===== src/rtl/uart_pkg.sv =====
// Shared definitions for the uart_tx arbiter: FSM state type, frame length and
// a width helper for the saturating counters.
package uart_pkg;

   typedef enum logic [2:0] {
      ST_INIT  = 3'd0,
      ST_IDLE  = 3'd1,
      ST_START = 3'd2,
      ST_WAIT  = 3'd3,
      ST_GAP   = 3'd4
   } arb_state_t;

   localparam int unsigned UART_FRAME_BITS = 10;

   // Bits needed to hold the values 0..n-1, never less than one.
   function automatic int unsigned width_of(input int unsigned n);
      return (n < 2) ? 1 : $clog2(n);
   endfunction

endpackage


===== src/rtl/uart_tx_arbiter_rr.sv =====
// Combinational round-robin picker: first requester above 'last', wrapping mod N.
module rr_arbiter #(
   parameter int unsigned N = 4
) (
   input  logic [N-1:0]         req,
   input  logic [$clog2(N)-1:0] last,
   output logic [N-1:0]         gnt,
   output logic [$clog2(N)-1:0] gnt_id,
   output logic                 any
);

   logic [$clog2(N)-1:0] idx;

   always_comb begin
      gnt    = '0;
      gnt_id = '0;
      any    = 1'b0;
      idx    = '0;
      for (int unsigned k = 1; k <= N; k++) begin
         idx = ($clog2(N))'((32'(last) + k) % N);
         if (!any && req[idx]) begin
            any      = 1'b1;
            gnt[idx] = 1'b1;
            gnt_id   = idx;
         end
      end
   end

endmodule


===== src/rtl/uart_tx_arbiter.sv =====
// Round-robin sharing of one uart_tx serialiser among N byte requesters; one
// byte per grant, held on tx_data until the serialiser reports end of frame.
module uart_tx_arbiter
   import uart_pkg::*;
#(
   parameter int unsigned N           = 4,
   parameter int unsigned GAP_CYC     = 0,
   parameter int unsigned TIMEOUT_CYC = 20000
) (
   input  logic                 clk_in,
   input  logic                 rst_n,
   input  logic                 ctrl_en,
   input  logic [N-1:0]         req_valid,
   input  logic [8*N-1:0]       req_data,
   output logic [N-1:0]         req_ready,
   output logic [7:0]           tx_data,
   output logic                 tx_data_en,
   input  logic                 tx_finish,
   output logic [$clog2(N)-1:0] grant_id,
   output logic                 busy,
   output logic                 timeout_err
);

   localparam int unsigned IW = $clog2(N);
   localparam int unsigned TW = width_of(TIMEOUT_CYC);
   localparam int unsigned GW = width_of(GAP_CYC + 1);
   localparam logic [TW-1:0] TMO_LAST = TW'(TIMEOUT_CYC - 1);
   localparam logic [GW-1:0] GAP_LAST = GW'((GAP_CYC == 0) ? 0 : GAP_CYC - 1);

   arb_state_t     state, state_nxt;
   logic [IW-1:0]  last;
   logic [N-1:0]   gnt;
   logic [IW-1:0]  gnt_id;
   logic           any;
   logic           accept;
   logic           tmo_hit;
   logic           gap_done;
   logic [TW-1:0]  tmo_cnt;
   logic [GW-1:0]  gap_cnt;

   rr_arbiter #(.N(N)) u_rr (
      .req    (req_valid),
      .last   (last),
      .gnt    (gnt),
      .gnt_id (gnt_id),
      .any    (any)
   );

   assign tmo_hit  = (tmo_cnt == TMO_LAST);
   assign gap_done = (gap_cnt == GAP_LAST);

   always_comb begin
      state_nxt   = state;
      accept      = 1'b0;
      tx_data_en  = 1'b0;
      timeout_err = 1'b0;
      busy        = 1'b0;
      case (state)
         ST_INIT: begin
            if (tx_finish || tmo_hit) state_nxt = ST_IDLE;
         end
         ST_IDLE: begin
            if (ctrl_en && any) begin
               accept    = 1'b1;
               state_nxt = ST_START;
            end
         end
         ST_START: begin
            tx_data_en = 1'b1;
            busy       = 1'b1;
            state_nxt  = ST_WAIT;
         end
         ST_WAIT: begin
            busy = 1'b1;
            // end of frame beats a timeout landing in the same cycle
            if (tx_finish) begin
               state_nxt = (GAP_CYC == 0) ? ST_IDLE : ST_GAP;
            end else if (tmo_hit) begin
               timeout_err = 1'b1;
               state_nxt   = ST_IDLE;
            end
         end
         ST_GAP: begin
            busy = 1'b1;
            if (gap_done) state_nxt = ST_IDLE;
         end
         default: state_nxt = ST_IDLE;
      endcase
      req_ready = accept ? gnt : '0;
   end

   always_ff @(posedge clk_in or negedge rst_n) begin
      if (!rst_n) state <= ST_INIT;
      else        state <= state_nxt;
   end

   always_ff @(posedge clk_in or negedge rst_n) begin
      if (!rst_n) begin
         last     <= IW'(N - 1);
         tx_data  <= '0;
         grant_id <= '0;
      end else if (accept) begin
         last     <= gnt_id;
         tx_data  <= req_data[8*gnt_id +: 8];
         grant_id <= gnt_id;
      end
   end

   // Timeout counter runs in INIT and WAIT only and stops at its limit.
   always_ff @(posedge clk_in or negedge rst_n) begin
      if (!rst_n) begin
         tmo_cnt <= '0;
         gap_cnt <= '0;
      end else begin
         if (state == ST_INIT || state == ST_WAIT) begin
            if (!tmo_hit) tmo_cnt <= tmo_cnt + 1'b1;
         end else begin
            tmo_cnt <= '0;
         end
         if (state == ST_GAP) begin
            if (!gap_done) gap_cnt <= gap_cnt + 1'b1;
         end else begin
            gap_cnt <= '0;
         end
      end
   end

endmodule

===== config.mk =====
export PLATFORM = sky130hd
export DESIGN_NAME = uart_tx_arbiter
export DESIGN_NICKNAME = d
export VERILOG_FILES = /design/src/rtl/uart_pkg.sv /design/src/rtl/uart_tx_arbiter_rr.sv /design/src/rtl/uart_tx_arbiter.sv
export SDC_FILE = /design/constraint.sdc
export NUM_CORES = 1
export LEC_CHECK = 0
export CAP_MARGIN = 30
export CORE_MARGIN = 5
export CORE_UTILIZATION = 49
export DETAILED_ROUTE_END_ITERATION = 7
export PLACE_DENSITY = 0.84
export SLEW_MARGIN = 20
export SYNTH_ARGS = -nofsm -noshare
export SYNTH_HDL_FRONTEND = slang
export SYNTH_HIERARCHICAL = 1
export SYNTH_SLANG_ARGS = --single-unit
export TNS_END_PERCENT = 20

===== constraint.sdc =====
create_clock -name clk_in -period 3.29 [get_ports clk_in]
set_input_delay 0.329 -clock clk_in [delete_from_list [all_inputs] [get_ports clk_in]]
set_output_delay 0.329 -clock clk_in [all_outputs]
set_load 0.01 [all_outputs]

==> summary.md <==
| Metric | Value |
|---|---|
| #FFs+latches synth | 29 |
| Die ar. | 5820 sq um |
| Worst vdd ir | 0.413 mV |
| DIE HEIGHT | 76.3 microns |
| WP data required | 2.96 ns |
| Ys flop type | dfrtp_1 |
| CTS Buffer Depth | 2 |
| # DRC | 0 |
| Power per Cell Area | 772 nW/um^2 |
| CTS Buf Count | 5 |
| Most common cell after layout, fill and taps aside | clkdlybuf4s50_1 |
| Yosys warnings | 6 |
| Fmax | 318 MHz |
| Syn_nets | 283 |
| Cts hold-fix bufs | 0 |
| Worst-margin pin slew | 0.519 ns |
| CP peak stage delay | 0.62 ns |
| Root Driver | clkbuf_8 |
| CP Class | reg -> out |
| Via count | 1,933 |
| Layout cells sized above 1 | 13.8% |
| CP Launch Type | flop |
| DRT iter0 DRCs | 78 |
| Clock Sinks | 29 |
| Core Area | 4290 sq um |
| Vias in the first global route | 1,885 |
| Most frequent cells in the layout | clkdlybuf4s50_1, nand2_1, dfrtp_1 |
| First drt pass iteration count | 4 |
| EDFF count, synth | 0 |
| Final setup vio count | 0 |
| Fin crit share | 95.6% |
| Worst hold path class | in -> async |
| Crit. End Element | output port |
| Area leader, netlist | dfrtp_1 |
| Worst Path Arrival | 2.82 ns |
| Total GRT Usage | 17.7% |
| H-tree levels | 2 |
| Unrepaired setup endpoints after global routing | false |
| Mapped Cells | 230 |
| Die W | 76.3 microns |
| TritonCTS clock tree | done |
| Fin. Hold Viols | 0 |
| Yosys cell types | 51 |
| Dpl hpwl | 3870 microns |
| Ys async rst share | 100% |
| Vias/cell | 5.65 |
| P&R area growth vs syn | 33.7% |
| Number of routed nets with antenna violations | 0 |
| Post-DR wirelength/cell | 14.8 microns |
| Mapped Area | 2150 sq um |
| Row Count | 24 |
| Final WS setup | 0.144 ns |
| Total Neg Setup Slack | 0 ns |
| Port bufs | 56 |
| Boundary Pins | 57 |
| Max FO, Critical Path | 11 |
| Slew HR | 65.4% |
| Min Tclk post-route | 3.15 ns |
| Clk_lat worst skew | 0.29 ns |
| Top-area cell type share of the netlist area | 31.4% |
| Largest net degree at the start of global routing | 30 |
| Mean post-synth cell area | 9.36 sq um |
| Sequential area share after synthesis | 33.8% |
| Clk_skew | 0.00989 ns |
| Number of diodes | 0 |
| Post-Place Setup Slack | 0.220 ns |
| Antenna violations before repair | 0 |
| Starting Density | 50.1% |
| Placed cell area | 2730 sq um |
| Worst path slowest cell | mux4_2 |
| Largest cells by area after synthesis | dfrtp_1, mux4_2, nand2_1 |
| First-pass GRT wire length | 8610 microns |
| Total routed wirelength | 5060 microns |
| Max Cap Viol | 0 |
| Layout Nets | 342 |
| Fin area | 2880 sq um |
| CP Cell Sequence | buf_4 -> mux4_2 -> a211oi_4 -> a221o_1 -> and2_1 -> clkdlybuf4s50_1 |
| Status | completed |
| Worst-path clk slew | 0.07 ns |
| Fin. max-slew vios | 0 |
| GPL Wtd Cong | 0.853 |
| GRT overflow | 0 |
| Leak pwr | 0.00125 uW |
==> area by class of cell <==
cell class	instances	area, sq um
fill	359	1420
multi-input combinational	183	1330
sequential	29	728
timing repair buffer	64	621
clock buffer	5	68.8
tap	52	65.1
clock inverter	3	46.3
inverter	6	22.5
==> synth_stat cells, types with 4 or more instances <==
| master | number |
|---|---|
| nor2_1 | 17 |
| o21ai_1 | 5 |
| a21oi_1 | 5 |
| dfrtp_1 | 27 |
| ha_1 | 13 |
| and3_1 | 4 |
| mux4_2 | 9 |
| nand4_1 | 6 |
| buf_6 | 5 |
| clkbuf_1 | 4 |
| and2_1 | 5 |
| inv_1 | 5 |
| nand2_1 | 50 |
| a221o_1 | 4 |
| o21ai_0 | 6 |
| nand3_1 | 8 |
| xor2_1 | 10 |
==> cell families (layout without fill, tap and decap cells) <==
kind of cell	count (synthesis)	count (layout)	synth area share, %
AOI/OAI and AO/OA	36	36	12.5
xor gates and xnor gates	10	10	4.07
adders and majority gates	13	13	7.55
buffers and inverters	18	78	5.11
DFF	29	29	33.8
muxes	14	14	12.4
and+or+nand+nor	110	110	24.6
==> state kept, by name, indices dropped and copies added, names as in the netlist <==
register  cells
last          2
tmo_cnt      15
tx_data       8
grant_id      2
state         2
==> timing repair <==
item	4_1_cts	5_1_grt
setup endpoints to repair	4	4
buffers inserted	0	3
gates resized for setup	1	1
cloned	0	0
==> power breakdown <==
group          leakage (uW)  internal [uW]  total, uW  switching (uW)
Combinational      0.000819            663       1300             632
Sequential         0.000375            465        552            86.9
Clock             0.0000543            226        375             148
Total               0.00125           1350       2220             868
==> metal layers <==
metal	vias to the layer above	GRT usage (%)	wire, microns
met5	-	0	0
met4	0	7.52	127
met3	12	4.26	307
met2	62	29.5	2490
met1	922	21.8	2140
li1	937	-	-
==> worst max-delay path: cells and delay by family (launching register included) <==
family,cells,cell delay [ns]
buffers and inverters,2,0.74
multiplexers,1,0.62
flip-flops,1,0.61
AO/OA/AOI/OAI,2,0.44
AND/OR/NAND/NOR,1,0.12
==> worst paths after layout <==
kind | cells past startpoint | endpoint | start | slack (ns)
max reg2reg | 10 | tx_data[1] | last[0] | 0.37
min reg2reg | 2 | tx_data[4] | tx_data[4] | 0.48
min in group clk_in | 2 | tx_data[4] | tx_data[4] | 0.48
max in group asynchronous | 2 | last[1] | rst_n | 2.55
min | 2 | tmo_cnt[5] | rst_n | 0.43
max | 6 | req_ready[1] | last[0] | 0.14
==> per-stage QoR <==
step | instances | hold slack (ns) | util, % | total power [uW]
after floorplan | 230 | 0.0334 | - | 1430
after global placement | 331 | 0.458 | 63.5 | 1770
after detailed placement | 331 | 0.462 | 63.5 | 1810
after CTS | 339 | 0.439 | 66.3 | 2190
after global routing | 342 | 0.474 | 67.0 | 2380
final | 342 | 0.427 | 67.0 | 2220
No activity file was read; power rests on OpenSTA's default activity.
